### config.mk
export PLATFORM = sky130hd
export DESIGN_NAME = timer_share_scheduler_flat
export DESIGN_NICKNAME = d
export VERILOG_FILES = /design/src/rtl/timer_share_pkg.sv /design/src/rtl/timer_share_scheduler_if.sv /design/src/rtl/load_down_counter.sv /design/src/rtl/timer_share_scheduler.sv /design/src/flat_wrapper.sv
export SDC_FILE = /design/constraint.sdc
export NUM_CORES = 1
export LEC_CHECK = 0
export BUFFER_PORTS_ARGS = -buffer_cell sky130_fd_sc_hd__buf_2
export CAP_MARGIN = 20
export CORE_MARGIN = 8
export CORE_UTILIZATION = 40
export DETAILED_ROUTE_END_ITERATION = 12
export PLACE_DENSITY = 0.76
export SLEW_MARGIN = 20
export SYNTH_ARGS = -nofsm -noshare
export SYNTH_HDL_FRONTEND = slang
export SYNTH_HIERARCHICAL = 1
export SYNTH_SLANG_ARGS = --single-unit
### constraint.sdc
create_clock -name CLOCK_50 -period 8.3 [get_ports CLOCK_50]
set_clock_uncertainty 0.1 [all_clocks]
set_input_delay 1.66 -clock CLOCK_50 [delete_from_list [all_inputs] [get_ports CLOCK_50]]
set_output_delay 1.66 -clock CLOCK_50 [all_outputs]
set_load 0.01 [all_outputs]
### src/rtl/timer_share_pkg.sv
// Shared types and the round-robin selector for the timer-sharing scheduler.
// rr_pick is written for up to RR_MAX requesters so that any NREQ can reuse it.
package timer_share_pkg;

  localparam int NREQ_DEF = 4;
  localparam int DW_DEF   = 26;
  localparam int RR_MAX   = 32;
  localparam int RR_IW    = 5;

  typedef enum logic {IDLE, COUNT} ts_state_t;

  typedef struct packed {
    logic             valid;
    logic [RR_IW-1:0] idx;
  } rr_pick_t;

  // First set bit of req[n-1:0], searching upward from ptr and wrapping at n.
  function automatic rr_pick_t rr_pick(input logic [RR_MAX-1:0] req,
                                       input int unsigned       ptr,
                                       input int unsigned       n);
    rr_pick_t         r;
    int unsigned      s;
    logic [RR_IW-1:0] j;
    r = '0;
    for (int unsigned k = 0; k < RR_MAX; k++) begin
      s = ptr + k;
      if (s >= n) s = s - n;
      j = RR_IW'(s);
      if (k < n && !r.valid && req[j]) begin
        r.valid = 1'b1;
        r.idx   = j;
      end
    end
    return r;
  endfunction

endpackage

### src/rtl/timer_share_scheduler_if.sv
// Request/response bundle between the game-logic FSMs and the shared timer.
interface timer_share_scheduler_if #(
  parameter int NREQ = 4,
  parameter int DW   = 26
);
  logic                     pause;
  logic [NREQ-1:0]          req;
  logic [NREQ-1:0][DW-1:0]  delay;
  logic [NREQ-1:0]          grant;
  logic [NREQ-1:0]          done;
  logic                     busy;
  logic [DW-1:0]            remaining;

  modport master (output pause, req, delay, input grant, done, busy, remaining);
  modport slave  (input pause, req, delay, output grant, done, busy, remaining);
endinterface

### src/rtl/load_down_counter.sv
// Loadable down-counter that saturates at zero; load wins over enable.
module load_down_counter #(
  parameter int DW = 26
) (
  input  logic          CLOCK_50,
  input  logic          reset,
  input  logic          load,
  input  logic          en,
  input  logic [DW-1:0] value,
  output logic [DW-1:0] count,
  output logic          zero
);

  assign zero = (count == '0);

  always_ff @(posedge CLOCK_50) begin
    if (reset)           count <= '0;
    else if (load)       count <= value;
    else if (en && !zero) count <= count - DW'(1);
  end

endmodule

### src/rtl/timer_share_scheduler.sv
// Round-robin owner of a single shared down-counter; pulses done to the owner on expiry.
// Each service ends in IDLE, so grants are never back to back.
module timer_share_scheduler
  import timer_share_pkg::*;
#(
  parameter int NREQ = NREQ_DEF,
  parameter int DW   = DW_DEF
) (
  input  logic                    CLOCK_50,
  input  logic                    reset,
  timer_share_scheduler_if.slave  bus
);

  localparam int IW = (NREQ > 1) ? $clog2(NREQ) : 1;

  ts_state_t       state, state_n;
  logic [NREQ-1:0] grant_q, grant_n;
  logic [NREQ-1:0] done_q, done_n;
  logic            busy_q, busy_n;
  logic [IW-1:0]   owner_q, owner_n;
  logic [IW-1:0]   rr_ptr_q, rr_ptr_n;
  logic [IW-1:0]   owner_inc;

  logic            cnt_load, cnt_en, cnt_zero;
  logic [DW-1:0]   cnt_value, count;

  rr_pick_t        pick;
  logic [IW-1:0]   pick_idx;

  assign pick      = rr_pick(RR_MAX'(bus.req), 32'(rr_ptr_q), NREQ);
  assign pick_idx  = IW'(pick.idx);
  assign owner_inc = (owner_q == IW'(NREQ - 1)) ? '0 : owner_q + IW'(1);

  always_comb begin
    state_n   = state;
    grant_n   = grant_q;
    done_n    = '0;
    busy_n    = busy_q;
    owner_n   = owner_q;
    rr_ptr_n  = rr_ptr_q;
    cnt_load  = 1'b0;
    cnt_en    = 1'b0;
    cnt_value = '0;
    case (state)
      IDLE: begin
        if (!bus.pause && pick.valid) begin
          owner_n           = pick_idx;
          grant_n           = '0;
          grant_n[pick_idx] = 1'b1;
          busy_n            = 1'b1;
          cnt_load          = 1'b1;
          cnt_value         = bus.delay[pick_idx];
          state_n           = COUNT;
        end
      end
      COUNT: begin
        // Exits reload the counter with 0 so remaining reads 0 while idle.
        if (!bus.req[owner_q]) begin
          grant_n  = '0;
          busy_n   = 1'b0;
          cnt_load = 1'b1;
          rr_ptr_n = owner_inc;
          state_n  = IDLE;
        end else if (!bus.pause) begin
          if (cnt_zero) begin
            done_n          = '0;
            done_n[owner_q] = 1'b1;
            grant_n         = '0;
            busy_n          = 1'b0;
            cnt_load        = 1'b1;
            rr_ptr_n        = owner_inc;
            state_n         = IDLE;
          end else begin
            cnt_en = 1'b1;
          end
        end
      end
      default: state_n = IDLE;
    endcase
  end

  always_ff @(posedge CLOCK_50) begin
    if (reset) begin
      state    <= IDLE;
      grant_q  <= '0;
      done_q   <= '0;
      busy_q   <= 1'b0;
      owner_q  <= '0;
      rr_ptr_q <= '0;
    end else begin
      state    <= state_n;
      grant_q  <= grant_n;
      done_q   <= done_n;
      busy_q   <= busy_n;
      owner_q  <= owner_n;
      rr_ptr_q <= rr_ptr_n;
    end
  end

  load_down_counter #(.DW(DW)) u_cnt (
    .CLOCK_50 (CLOCK_50),
    .reset    (reset),
    .load     (cnt_load),
    .en       (cnt_en),
    .value    (cnt_value),
    .count    (count),
    .zero     (cnt_zero)
  );

  assign bus.grant     = grant_q;
  assign bus.done      = done_q;
  assign bus.busy      = busy_q;
  assign bus.remaining = count;

endmodule

### src/flat_wrapper.sv
// flat-port wrapper written by rule: the top's interface ports become plain ports
module timer_share_scheduler_flat import timer_share_pkg::*;
#(
  parameter int NREQ = NREQ_DEF,
  parameter int DW   = DW_DEF
)
  (CLOCK_50, reset, bus_pause, bus_req, bus_delay, bus_grant, bus_done, bus_busy, bus_remaining);
  timer_share_scheduler_if #(.NREQ(NREQ), .DW(DW)) bus_i ();
  input  logic CLOCK_50;
  input  logic reset;
  input wire logic [$bits(bus_i.pause)-1:0] bus_pause;
  input wire logic [$bits(bus_i.req)-1:0] bus_req;
  input wire logic [$bits(bus_i.delay)-1:0] bus_delay;
  output wire logic [$bits(bus_i.grant)-1:0] bus_grant;
  output wire logic [$bits(bus_i.done)-1:0] bus_done;
  output wire logic [$bits(bus_i.busy)-1:0] bus_busy;
  output wire logic [$bits(bus_i.remaining)-1:0] bus_remaining;
  assign bus_i.pause = bus_pause;
  assign bus_i.req = bus_req;
  assign bus_i.delay = bus_delay;
  assign bus_grant = bus_i.grant;
  assign bus_done = bus_i.done;
  assign bus_busy = bus_i.busy;
  assign bus_remaining = bus_i.remaining;
  timer_share_scheduler #(.NREQ(NREQ), .DW(DW)) u_core (.CLOCK_50(CLOCK_50), .reset(reset), .bus(bus_i));
endmodule
=== After elaboration in Yosys (flattened, before gate mapping) ===
Index checks and enable logic that the tools add are counted.

* Register bits: 40
* Bits in latches: 0
* Bits in writable memories: 0
* Memory bits (read-only): 0
* Input port bits: 111
* Output and inout port bits: 35
* Logic and storage cells: 109
* Memories: 0

* $add $sub $neg: 9
* Multiply operators: 0
* Div/mod/pow operators: 0
* Magnitude comparators: 12
* Equality and inequality tests: 6
* Shift operators: 0
* Muxes and demuxes: 54
* Bitwise logic cells: 3
* Reductions and logical operators: 18

{| class="wikitable"
|+ Operators by type and width
! cell !! count
|-
| $mux W26 || 5
|-
| $ge A32 B3 Y1 const B || 3
|-
| $bmux W26 S2 || 1
|-
| $logic_not A26 Y1 || 1
|-
| $sub A26 B1 Y26 const B || 1
|-
| $lt A5 B6 Y1 const B || 4
|-
| $mux W6 || 4
|-
| $mux W1 || 21
|-
| $bmux W1 S5 || 4
|-
| $mux W5 || 4
|-
| $mux W4 || 4
|-
| $sub A5 B3 Y5 const B || 3
|-
| $mux W2 || 4
|-
| $pmux W4 S2 || 1
|-
| $logic_and A1 B1 Y1 || 7
|-
| $add A2 B2 Y3 const B || 2
|-
| $lt A2 B3 Y1 const B || 2
|-
| $ne A3 B3 Y1 const B || 2
|-
| $pmux W1 S2 || 3
|-
| $reduce_and A3 Y1 || 2
|-
| $logic_not A1 Y1 || 5
|-
| $reduce_or A5 Y1 || 1
|-
| $demux W1 S2 || 2
|-
| $ge A2 B1 Y1 const B || 2
|-
| other kinds (11) || 14
|}

=== Longest topological paths before layout ===
* Word-level depth: 20
* Mapped depth: 14
* Gate-level depth less buffers: 12

=== By module ===
The synthesis kept the hierarchy.

{| class="wikitable"
|+ By module, submodules not included
! module !! instances !! cells an instance !! area an instance (µm²) !! sequential area each (µm²)
|-
| timer_share_scheduler || 1 || 193 || 1,786.7 || 280.3
|-
| load_down_counter || 1 || 201 || 1,654.1 || 520.5
|}

=== Worst setup path after synthesis ===
No wires, ideal clock.

* Kind: input -> register
* Start: in bus_req[0]
* End: reg u_core.u_cnt.count[13]
* Data arrival time: 3.685 ns
* Data required time: 8.085 ns
* Slack: 4.401 ns
* Cell stages on the path: 9
* Path through: mux2i_1 > o32a_1 > a311o_1 > or4_1 > buf_2 > buf_6 > o22ai_2 > inv_1 > a2111oi_0

* Word-level cells in the longest chain between the ends: 17
* Elaborated cells on any way between the ends: 33

{| class="wikitable"
|+ Ends and longest elaborated chain
! element !! RTL line !! RTL
|-
| start, declared || flat_wrapper.sv:12 || <nowiki>input wire logic [$bits(bus_i.req)-1:0] bus_req;</nowiki>
|-
| $bmux W1 S5 || timer_share_pkg.sv:29 || <nowiki>if (k < n && !r.valid && req[j]) begin</nowiki>
|-
| $mux W1 (not written as such) || timer_share_pkg.sv:29 ||
|-
| $mux W6 || timer_share_pkg.sv:29 ||
|-
| $logic_not A1 Y1 || timer_share_pkg.sv:29 ||
|-
| $logic_and A1 B1 Y1 || timer_share_pkg.sv:29 ||
|-
| $mux W6 || timer_share_pkg.sv:29 ||
|-
| $logic_not A1 Y1 || timer_share_pkg.sv:29 ||
|-
| $logic_and A1 B1 Y1 || timer_share_pkg.sv:29 ||
|-
| (+2 left out) || - ||
|-
| $logic_and A1 B1 Y1 || timer_share_pkg.sv:29 ||
|-
| $mux W6 (*) || timer_share_pkg.sv:29 ||
|-
| $bmux W26 S2 || timer_share_scheduler.sv:52 || <nowiki>cnt_value = bus.delay[pick_idx];</nowiki>
|-
| $mux W26 (not written as such) || timer_share_scheduler.sv:52 ||
|-
| $mux W26 (*) || timer_share_scheduler.sv:46 || <nowiki>if (!bus.pause && pick.valid) begin</nowiki>
|-
| $mux W26 (*) || timer_share_scheduler.sv:44 || <nowiki>case (state)</nowiki>
|-
| named net u_core.cnt_value[13] || timer_share_scheduler.sv:25 || <nowiki>logic [DW-1:0] cnt_value, count;</nowiki>
|-
| $mux W26 (*) || load_down_counter.sv:18 || <nowiki>else if (load) count <= value;</nowiki>
|-
| end signal, assigned || load_down_counter.sv:18 ||
|-
| end signal, assigned || load_down_counter.sv:19 || <nowiki>else if (en && !zero) count <= count - DW'(1);</nowiki>
|-
| end, declared || load_down_counter.sv:10 || <nowiki>output logic [DW-1:0] count,</nowiki>
|}

The timed path passes the listed nets; every way through them passes the cells marked *. The select of a mux whose other input is x is not followed.
A chain may end at the register's enable or synchronous reset.

=== Final worst setup path ===
* Start: in bus_req[0]
* End: reg u_core.u_cnt.count[22]

* Elaborated cells on any way between the ends: 33

{| class="wikitable"
|+ RTL lines
! element !! RTL line !! RTL
|-
| $bmux W1 S5 || timer_share_pkg.sv:29 ||
|-
| $mux W1 (not written as such) || timer_share_pkg.sv:29 ||
|-
| $mux W6 || timer_share_pkg.sv:29 ||
|-
| $logic_not A1 Y1 || timer_share_pkg.sv:29 ||
|-
| $logic_and A1 B1 Y1 || timer_share_pkg.sv:29 ||
|-
| $mux W6 || timer_share_pkg.sv:29 ||
|-
| $logic_not A1 Y1 || timer_share_pkg.sv:29 ||
|-
| $logic_and A1 B1 Y1 || timer_share_pkg.sv:29 ||
|-
| $mux W6 || timer_share_pkg.sv:29 ||
|-
| $logic_not A1 Y1 || timer_share_pkg.sv:29 ||
|-
| $logic_and A1 B1 Y1 || timer_share_pkg.sv:29 ||
|-
| $mux W6 || timer_share_pkg.sv:29 ||
|-
| $logic_and A1 B1 Y1 || timer_share_scheduler.sv:46 ||
|-
| $mux W1 || timer_share_scheduler.sv:46 ||
|-
| $pmux W1 S2 (*) || timer_share_scheduler.sv:44 ||
|-
| named net u_core.cnt_load || timer_share_scheduler.sv:24 || <nowiki>logic cnt_load, cnt_en, cnt_zero;</nowiki>
|-
| $mux W26 / $reduce_bool A2 Y1 (equally long branches) || - ||
|}

Marks and branches as above.

==> flow_summary.ini <==
[die]
dieArea_mm2 = 0.0118
core_mm2 = 0.00855
start_util_pct = 40.2
dieWidth_um = 109
pin_count = 146
die_h_um = 109
rows = 34

[synthesis]
yosysTopAreaCellShare_pct = 23.3
synth-seq-cells = 40
ys_types = 59
synth_top_cell_by_area = dfxtp_1
synth_area_mm2 = 0.00344
synth_most_common_cell = mux2i_1
syn-instance-count = 394
synth_edf_count = 0
async_reset_ff_share_pct = 0
syn-num-nets = 514
ys_warn_count = 6
synth_ff_type = dfxtp_1
synthTopCellsByArea = dfxtp_1 23%, mux2i_1 16%, o22ai_2 7.3%, ha_1 3.3%, nor2_1 3.2%
ys_seq_area_share_pct = 23.3
avgSynthCellArea_um2 = 8.73
yosys-top-cells-count = 56 x mux2i_1, 40 x dfxtp_1, 29 x nor2_1

[clock_network]
htreeDepth = 2
clk_pin_slew_worst_paths_ps = 80
postCtsSetupRepairBufs = 0
insertion_delay_ps = 290
clockBufferDepth = 2
numCtsBuffers = 5
root_buffer = clkbuf_8
cts_tree = yes
clock_sinks = 40
cts_resized = 0
postCtsHoldBufs = 0

[global_routing]
grt_first_pass_wirelength_mm = 17.8
grt_pass1_vias = 3568
grt_max_degree = 53
antenna_found_initial = 0
globalRouteOverflowTotal = 0
grt_usage_pct = 18.5

[worst_setup_path]
crit_required_ps = 8350
cp.arrival_ps = 5280
cp_cell_sequence = buf_2 > mux2i_1 > o32a_1 > a311o_1 > nand2_1 > clkinv_1 > and4_1 > a2111oi_0
cp-end-kind = register
rr_endpoint = u_core/u_cnt/count[22]$_SDFFE_PP0P_
critical_path.max_fanout = 36
crit-reg2reg-launch = u_core/u_cnt/count[0]$_SDFFE_PP0P_
worstRegToRegCells = 12
slowest_delay_ps = 1050
worstSetupStartpoint = bus_req[0]
crit_slowest_cell = clkinv_1
cp-start-kind = input pin
reg2reg_slack_ps = 3140
worstSetupPathType = in -> reg

[sta]
min_period_ps = 5230
slew-limit-headroom_pct = 34.5
fin_ws_ps = 3070
fmax_mhz = 191
setup_viol = 0
rsz0062_at_grt = false
tns_ps = 0
hold_viol = 0
fin_crit_sh_pct = 63.0
slew_viol_final = 0
worstMarginPinSlew_ps = 977

[power]
total_leakage_power_nw = 1.81
p_int_mw = 0.431
clkPwrFrac_pct = 18.2
pwr-share-comb_pct = 47.8
power_frac_seq_pct = 33.9
cellPowerDensity_mw_per_mm2 = 170
vdd_ir_drop_max_mv = 0.0665
p_sw_mw = 0.299
p_sw_share_pct = 40.9

[worst_hold_path]
min-delay-path-class = reg -> reg
min_path_cells = 2
min_to = u_core/bus.grant[2]$_SDFFE_PP0P_
hold_start = u_core/bus.grant[2]$_SDFFE_PP0P_

[placed_design]
hpwl_mm = 8.99
postPlaceCellArea_mm2 = 0.00420
gp_congestion = 0.865
pre_cts_slack_ps = 2810
place_inst = 622
io_buffers = 145

[finish]
area_growth_pct = 24.6
final_cells = 630
nets = 641
antenna-diode-count = 0
drive_gt1_share_pct = 36.6
fin_area_mm2 = 0.00429

[routing]
drt_first_pass_iters = 5
maxUsedRoutingLayer = met4
antenna_left = 0
via_count = 3613
drtIter0Drc = 265
drcViolationCount = 0
routed_wl_mm = 11.4
dr_wl_met2_mm = 5.18
wl_met1_mm = 4.71
drt-wirelength-per-cell_um = 18.1
drt-vias-per-instance = 5.73
route.met3.wl_mm = 1.32

[status]
status = finished clean

[flow_run]
cap_violations = 0
[flip-flops by register name, indices dropped and copies added, names as in the netlist]
name,cells
u_core/state,1
u_core/owner_q,2
u_core/bus.done,4
u_core/rr_ptr_q,2
u_core/bus.busy,1
u_core/u_cnt/count,26
u_core/bus.grant,4
[worst max path at each step]
stage / end / cells after the start
CTS: u_core/u_cnt/count[22]$_SDFFE_PP0P_ / 8
global route: u_core/u_cnt/count[22]$_SDFFE_PP0P_ / 12
global placement: u_core/u_cnt/count[13]$_SDFFE_PP0P_ / 8
detailed placement: u_core/u_cnt/count[22]$_SDFFE_PP0P_ / 8
finish: u_core/u_cnt/count[22]$_SDFFE_PP0P_ / 8
floorplan: u_core/u_cnt/count[13]$_SDFFE_PP0P_ / 9
[per-layer routing]
layer	vias up	GRT usage, %
li1	1760	-
met1	1666	22.8
met2	171	30.9
met3	16	4.91
met4	0	5.28
met5	-	0
[critical path, delay by kind of cell]
kind,cells,cell delay [ps]
AO/OA/AOI/OAI,3,1100
buffers and inverters,2,1190
multiplexers,1,120
AND/OR/NAND/NOR,2,1190
[layout by cell type, fill, tap and decap left out, types with 10 or more instances in the layout]
cell type	Yosys	layout
nor2_1	29	29
o22ai_2	20	20
nand2_1	16	16
a211oi_1	11	11
buf_2	11	145
inv_1	21	21
mux2i_1	56	56
a21oi_1	10	10
dfxtp_1	40	40
or3_1	14	14
a311oi_1	10	10
nor3_1	10	10
[layout make-up]
class	count	area, um2
inverters	22	82.6
clock buffers	8	90.1
fillers	838	4260
multi-input cells	304	2430
well taps	108	135
repair buffers	148	748
flip-flops and latches	40	801
[logic make-up (layout without fill, tap and decap cells)]
kind of cell | count (synthesis) | count (layout) | synth area share [%]
mux | 62 | 62 | 18.6
xor+xnor | 7 | 7 | 1.78
flops | 40 | 40 | 23.3
fa+ha+maj | 9 | 9 | 3.27
buf+inv | 50 | 178 | 6.62
compound gates | 99 | 99 | 25.3
simple gates | 127 | 127 | 21.2
[power groups by stage]
| stage | clock network (mW) | logic [mW] | registers (mW) |
|---|---|---|---|
| after floorplan | 0 | 0.244 | 0.251 |
| after global placement | 0 | 0.335 | 0.251 |
| after detailed placement | 0 | 0.348 | 0.251 |
| after CTS | 0.137 | 0.348 | 0.247 |
| after global routing | 0.145 | 0.383 | 0.252 |
| final | 0.133 | 0.349 | 0.248 |
[metrics by stage]
step | hold slack [ps] | utilization [%] | power [mW]
finish | 359 | 50.1 | 0.730
floorplan | 377 | - | 0.495
global placement | 345 | 49.1 | 0.586
CTS | 366 | 50.1 | 0.732
detailed placement | 347 | 49.1 | 0.598
global route | 381 | 50.1 | 0.780
Power figures use the tool's default switching activity.
